<file path="src/rtl/cluster_frame_tx_pkg.sv">
// Shared constants, state codes and hit-word layout for the cluster frame transmitter.
// The hit word packs a presence flag above the raw x/y coordinates.
package cluster_frame_tx_pkg;

  localparam logic [15:0] SYNC_WORD = 16'hAAAA;
  localparam int          NCH       = 16;
  localparam int          NBEAT     = 16;
  localparam int          MAX_HITS  = 256;

  localparam int HW_W     = 13;
  localparam int HW_C_BIT = 12;
  localparam int HW_X_MSB = 11;
  localparam int HW_X_LSB = 6;
  localparam int HW_Y_MSB = 5;
  localparam int HW_Y_LSB = 0;

  typedef logic [2:0]      state_t;
  typedef logic [HW_W-1:0] hit_word_t;

  localparam state_t ST_COLLECT = 3'd0;
  localparam state_t ST_SYNC    = 3'd1;
  localparam state_t ST_DATA    = 3'd2;
  localparam state_t ST_TRAIL   = 3'd3;
  localparam state_t ST_GAP     = 3'd4;

  // Coordinates go out unmodified; the receiver applies the +1 offset.
  function automatic hit_word_t make_hit_word(input logic [5:0] x, input logic [5:0] y);
    hit_word_t w;
    w                    = '0;
    w[HW_C_BIT]          = 1'b1;
    w[HW_X_MSB:HW_X_LSB] = x;
    w[HW_Y_MSB:HW_Y_LSB] = y;
    return w;
  endfunction

endpackage

</file>
<file path="src/rtl/cluster_frame_tx_hit_slot_bank.sv">
// 16 channel banks x 16 beat entries of hit words, with per-slot valid bits.
// Slot n lives in bank n mod 16 at entry n div 16; reads return zero for empty slots.
module hit_slot_bank
  import cluster_frame_tx_pkg::*;
(
  input  logic                       clk,
  input  logic                       rst,
  input  logic                       i_clr,
  input  logic                       i_we,
  input  logic [7:0]                 i_waddr,
  input  hit_word_t                  i_wdata,
  input  logic [3:0]                 i_rbeat,
  output logic [NCH-1:0][HW_W-1:0]   o_rdata
);

  hit_word_t        r_mem [NCH][NBEAT];
  logic [NCH-1:0]   r_vld [NBEAT];

  // Data storage carries no reset; the valid bits alone decide what is visible.
  always_ff @(posedge clk) begin
    if (i_we) begin
      r_mem[i_waddr[3:0]][i_waddr[7:4]] <= i_wdata;
    end
  end

  always_ff @(posedge clk) begin
    if (rst || i_clr) begin
      for (int b = 0; b < NBEAT; b++) begin
        r_vld[b] <= '0;
      end
    end else if (i_we) begin
      r_vld[i_waddr[7:4]][i_waddr[3:0]] <= 1'b1;
    end
  end

  always_comb begin
    o_rdata = '0;
    for (int c = 0; c < NCH; c++) begin
      o_rdata[c] = r_vld[i_rbeat][c] ? r_mem[c][i_rbeat] : '0;
    end
  end

endmodule

</file>
<file path="src/rtl/cluster_frame_tx.sv">
// Collects a hit stream per event and emits it as a framed burst:
// SYNC word, 16 data beats across 16 channels, event-id trailer, then an idle gap.
module cluster_frame_tx
  import cluster_frame_tx_pkg::*;
#(
  parameter int GAP_CYCLES = 2
) (
  input  logic        clk,
  input  logic        rst,
  input  logic        s_valid,
  output logic        s_ready,
  input  logic [5:0]  s_x,
  input  logic [5:0]  s_y,
  input  logic        s_null,
  input  logic        s_last,
  input  logic [9:0]  s_evt_id,
  output logic [15:0] fiber,
  output logic [15:0] fxch00,
  output logic [15:0] fxch01,
  output logic [15:0] fxch02,
  output logic [15:0] fxch03,
  output logic [15:0] fxch04,
  output logic [15:0] fxch05,
  output logic [15:0] fxch06,
  output logic [15:0] fxch07,
  output logic [15:0] fxch08,
  output logic [15:0] fxch09,
  output logic [15:0] fxch10,
  output logic [15:0] fxch11,
  output logic [15:0] fxch12,
  output logic [15:0] fxch13,
  output logic [15:0] fxch14,
  output logic [15:0] fxch15,
  output logic        ovf,
  output state_t      dbg_state
);

  // Handshake: a beat transfers on a rising edge where s_valid and s_ready are
  // both high; s_ready is high exactly while the FSM sits in COLLECT.

  state_t       r_state;
  state_t       w_nstate;
  logic [3:0]   r_beat;
  logic [3:0]   r_gap;
  logic [8:0]   r_cnt;
  logic [9:0]   r_evt;
  logic         r_s_ready;
  logic [15:0]  r_fiber;
  logic [15:0]  r_fxch [NCH];
  logic         r_ovf;

  logic                     w_accept;
  logic                     w_hit;
  logic                     w_full;
  logic                     w_store;
  logic                     w_drop;
  logic [3:0]               w_rbeat;
  logic [NCH-1:0][HW_W-1:0] w_rdata;

  assign w_accept = s_valid && r_s_ready && (r_state == ST_COLLECT);
  assign w_hit    = w_accept && !s_null;
  assign w_full   = (r_cnt == 9'(MAX_HITS));
  assign w_store  = w_hit && !w_full;
  assign w_drop   = w_hit && w_full;

  // The read address leads the output register by one beat.
  assign w_rbeat  = (r_state == ST_DATA) ? (r_beat + 4'd1) : 4'd0;

  always_comb begin
    w_nstate = r_state;
    case (r_state)
      ST_COLLECT: if (w_accept && s_last) w_nstate = ST_SYNC;
      ST_SYNC:    w_nstate = ST_DATA;
      ST_DATA:    if (r_beat == 4'(NBEAT - 1)) w_nstate = ST_TRAIL;
      ST_TRAIL:   w_nstate = ST_GAP;
      ST_GAP:     if (r_gap == 4'(GAP_CYCLES - 1)) w_nstate = ST_COLLECT;
      default:    w_nstate = ST_COLLECT;
    endcase
  end

  hit_slot_bank u_bank (
    .clk     (clk),
    .rst     (rst),
    .i_clr   (r_state == ST_GAP),
    .i_we    (w_store),
    .i_waddr (r_cnt[7:0]),
    .i_wdata (make_hit_word(s_x, s_y)),
    .i_rbeat (w_rbeat),
    .o_rdata (w_rdata)
  );

  always_ff @(posedge clk) begin
    if (rst) begin
      r_state   <= ST_COLLECT;
      r_beat    <= '0;
      r_gap     <= '0;
      r_cnt     <= '0;
      r_evt     <= '0;
      r_s_ready <= 1'b1;
      r_fiber   <= '0;
      r_ovf     <= 1'b0;
      for (int c = 0; c < NCH; c++) begin
        r_fxch[c] <= '0;
      end
    end else begin
      r_state   <= w_nstate;
      r_s_ready <= (w_nstate == ST_COLLECT);
      r_ovf     <= w_drop;
      r_beat    <= (r_state == ST_DATA) ? r_beat + 4'd1 : 4'd0;
      r_gap     <= (r_state == ST_GAP) ? r_gap + 4'd1 : 4'd0;

      if (r_state == ST_GAP) begin
        r_cnt <= '0;
      end else if (w_store) begin
        r_cnt <= r_cnt + 9'd1;
      end

      if (w_accept && s_last) begin
        r_evt <= s_evt_id;
      end

      // Outputs are decoded from the next state so they line up with it.
      if (w_nstate == ST_SYNC) begin
        r_fiber <= SYNC_WORD;
      end else if (w_nstate == ST_TRAIL) begin
        r_fiber <= {6'b0, r_evt};
      end else begin
        r_fiber <= '0;
      end

      for (int c = 0; c < NCH; c++) begin
        r_fxch[c] <= (w_nstate == ST_DATA) ? {3'b000, w_rdata[c]} : 16'h0000;
      end
    end
  end

  assign s_ready   = r_s_ready;
  assign fiber     = r_fiber;
  assign ovf       = r_ovf;
  assign dbg_state = r_state;

  assign fxch00 = r_fxch[0];
  assign fxch01 = r_fxch[1];
  assign fxch02 = r_fxch[2];
  assign fxch03 = r_fxch[3];
  assign fxch04 = r_fxch[4];
  assign fxch05 = r_fxch[5];
  assign fxch06 = r_fxch[6];
  assign fxch07 = r_fxch[7];
  assign fxch08 = r_fxch[8];
  assign fxch09 = r_fxch[9];
  assign fxch10 = r_fxch[10];
  assign fxch11 = r_fxch[11];
  assign fxch12 = r_fxch[12];
  assign fxch13 = r_fxch[13];
  assign fxch14 = r_fxch[14];
  assign fxch15 = r_fxch[15];

endmodule

</file>
<file path="config.mk">
export PLATFORM = sky130hd
export DESIGN_NAME = cluster_frame_tx
export DESIGN_NICKNAME = d
export VERILOG_FILES = /design/src/rtl/cluster_frame_tx_pkg.sv /design/src/rtl/cluster_frame_tx_hit_slot_bank.sv /design/src/rtl/cluster_frame_tx.sv
export SDC_FILE = /design/constraint.sdc
export NUM_CORES = 2
export LEC_CHECK = 0
export ABC_AREA = 1
export CORE_AREA = 3 3 682 345
export CTS_CLUSTER_DIAMETER = 150
export CTS_CLUSTER_SIZE = 24
export DETAILED_ROUTE_END_ITERATION = 8
export DIE_AREA = 0 0 685 348
export MAX_ROUTING_LAYER = met4
export PLACE_DENSITY = 0.79
export SETUP_SLACK_MARGIN = 0.05
export SLEW_MARGIN = 20
export SYNTH_ARGS = -nofsm -noshare
export SYNTH_HDL_FRONTEND = slang
export SYNTH_SLANG_ARGS = --single-unit
</file>
<file path="constraint.sdc">
create_clock -name clk -period 4.1 [get_ports clk]
set_clock_uncertainty 0.2 [all_clocks]
set_input_delay 0.82 -clock clk [delete_from_list [all_inputs] [get_ports clk]]
set_output_delay 0.82 -clock clk [all_outputs]
set_load 0.02 [all_outputs]
</file>
==> flow_summary.json <==
{
  "netlist_area_mm2": 0.1425,
  "ff2ff_path_depth": 11,
  "synthArstFlopShare_pct": 0,
  "whs_ps": 167.9,
  "cp-end-kind": "register",
  "syn_to_final_growth_pct": 9.157,
  "setup_viol_count_final": 0,
  "use_met1_pct": 43.83,
  "clock_sinks": 3579,
  "dr_total_vias": 98276,
  "grt-ovfl-total": 0,
  "crit_type": "register to register",
  "powerDensity_mw_per_mm2": 395.9,
  "synth_top_family_by_area": "simple AND/OR/NAND/NOR gates",
  "max_stage_delay_ps": 400,
  "path_delay_family": "simple AND/OR/NAND/NOR gates",
  "hold_viol": 0,
  "crit_chain": "inv_1 > ha_1 > nand2_2 > inv_1 > nand3_1 > nand2_2 > nor2_1 > nand2_2 > buf_4 > nor2_1 > buf_4",
  "finalSetupTns_ps": 0,
  "busiest_layer": "met2",
  "drtIter0Drc": 16162,
  "min_to": "u_bank.r_mem[7][106]",
  "cap_violations": 0,
  "synthMuxAreaShare_pct": 0,
  "critPathBufInv": 4,
  "grt_pass1_wl_um": 567700,
  "post_drt_wl_per_cell_um": 24.26,
  "mostFrequentLayoutCells": "edfxtp_1, nand2_1, nand3_1, nor2_1, o21ai_0",
  "reg2reg_setup_slack_ps": 520,
  "cts_made_buffers": 175,
  "finalPower_mw": 61.57,
  "post-route-min-period_ps": 3580,
  "fin_nets": 12719,
  "setup_slack_ps": 519.9,
  "die_h_um": 348,
  "crit-reg2reg-capture": "u_bank.r_mem[6][47]",
  "leakagePower_nw": 57.40,
  "worst_slew_pin_slew_ps": 1089,
  "grt_usage_pct": 32.57,
  "core-area_mm2": 0.2288,
  "synth-seq-cells": 3579,
  "drtAntennaViolNets": 0,
  "synth_compound_area_share_pct": 4.458,
  "pre_cts_ws_ps": 333.3,
  "ys_seq_area_share_pct": 71.86,
  "cts_max_level": 4,
  "ctsResizeCount": 0,
  "remaining_drc_errors": 0,
  "fin_crit_sh_pct": 87.32,
  "synth_cell_types": 35,
  "path_max_fanout": 17,
  "postSynthCellCount": 12519,
  "gp_congestion": 0.9336,
  "grt_use_met3_pct": 6.124,
  "crit_top_cell": "nand2_2",
  "synthTopCellsByArea": "edfxtp_1, nand3_1, dfxtp_1",
  "yosys.area.top_type": "edfxtp_1",
  "avgSynthCellArea_um2": 11.38,
  "synthAdderAreaFrac_pct": 0.06147,
  "timing.critical_path.arrival_ps": 3920,
  "dieArea_mm2": 0.2384,
  "reg2reg_from": "r_cnt[0]",
  "grt_pass1_vias": 92415,
  "peakVddDrop_mv": 0.3820,
  "dp.cells": 15595,
  "final_common_cell": "edfxtp_1",
  "start_kind": "register",
  "ios": 304,
  "cts_tree": "yes",
  "critPathRequiredTime_ps": 4440,
  "drive_gt1_share_pct": 6.164,
  "synth_xor_area_share_pct": 0.01844,
  "clock_latency_ps": 890,
  "worstHoldStart": "s_x[4]",
  "ys.flop_type": "edfxtp_1",
  "grt_start_max_net_pins": 197,
  "rows": 124,
  "status": "finished, final reports clean",
  "die_x_um": 685,
  "hold_depth": 1,
  "cp_slowest_cell": "nand2_2",
  "initial_core_util_pct": 62.26,
  "synthSimpleGateAreaFrac_pct": 19.36,
  "wl_um": 386200,
  "synth_edf_count": 3072,
  "clockBufferDepth": 4,
  "grt_use_met2_pct": 49.94,
  "grt_setup_unrepaired": "no",
  "layoutNonFillerInstCount": 15918,
  "io_buffers": 252,
  "path_clk_slew_ps": 100,
  "slew_headroom_pct": 27.38,
  "drtPass1Iterations": 6,
  "timing.fmax_ghz": 0.2793,
  "antenna_found_initial": 11,
  "yosysTopAreaCellShare_pct": 64.74,
  "cts-root-buf": "clkbuf_16",
  "hp-class": "input pin to register",
  "ys_warn_count": 0,
  "cts_hold_buf": 0,
  "place_hpwl_um": 226900,
  "postCtsSetupBuffers": 0,
  "finalMaxSlewViolations": 0,
  "via_per_inst": 6.174
}
-- power breakdown --
part	switching (mW)	internal, mW
Combinational	2.17	0.601
Sequential	0.0116	39.4
Clock	11.0	8.31
-- worst reg2reg max path: cells and delay by family, from the launching register on --
family,cells,cell delay (ps)
adders and majority gates,1,230
buffers and inverters,4,800
DFF,1,380
and+or+nand+nor,6,1630
-- layer usage --
metal  share of wire [%]  up-vias
met5                   0        -
met4                 4.2        0
met3                  13      921
met2                  46     6700
met1                  37    47350
li1                    -    43305
-- cell families (layout without fill, tap and decap cells) --
group | count (synthesis) | in the layout
simple gates | 6499 | 6499
flops | 3579 | 3579
buf+inv | 1381 | 1629
compound gates | 1049 | 1049
fa+ha+maj | 7 | 7
xor+xnor | 3 | 3
other cells | 1 | 65
-- area by class of cell --
| type | count | area (µm²) |
|---|---|---|
| clock inverter | 2 | 38.79 |
| inverter | 512 | 1971 |
| antenna | 14 | 35.03 |
| fill | 15795 | 73310 |
| sequential | 3579 | 102400 |
| timing repair buffer | 808 | 7945 |
| multi-input combinational | 7609 | 34320 |
| clock buffer | 307 | 4960 |
| tap | 3087 | 3862 |
-- cell usage after synthesis (18+ instances only) --
library cell  count
edfxtp_1       3072
nand2_1        2327
nand3_1        2150
nor2_1         1862
o21ai_0         590
dfxtp_1         507
inv_1           501
buf_2           461
clkbuf_1        275
o21a_1          244
o21bai_1        183
nand4_1          74
buf_4            72
nand3b_1         67
buf_1            60
a21oi_1          18
-- flip-flops by register name, indices dropped and copies added (netlist names), 3 cells and up --
signal        cells
dbg_state         3
fiber            11
r_beat            4
r_cnt             9
r_evt            10
r_fxch          208
r_gap             4
u_bank.r_mem   3072
u_bank.r_vld    256
-- how the worst max path moves through the flow --
stage / slack [ps] / cells past startpoint / endpoint / start
5_1_grt: 410 / 11 / u_bank.r_mem[6][29] / r_cnt[0]
3_5_place_dp: 330 / 10 / u_bank.r_mem[6][42] / s_valid
3_3_place_gp: 370 / 10 / u_bank.r_mem[6][34] / s_valid
4_1_cts: 580 / 11 / u_bank.r_mem[6][47] / r_cnt[0]
2_1_floorplan: 1100 / 6 / u_bank.r_mem[15][24] / s_valid
6_report: 520 / 11 / u_bank.r_mem[6][47] / r_cnt[0]
-- through the flow --
stage	util, %	area, µm²
detailed placement	65.77	150500
CTS	67.95	155500
global placement	65.77	150500
global route	67.96	155500
floorplan	-	142700
finish	67.97	155500
No activity file was read; power rests on OpenSTA's default activity.
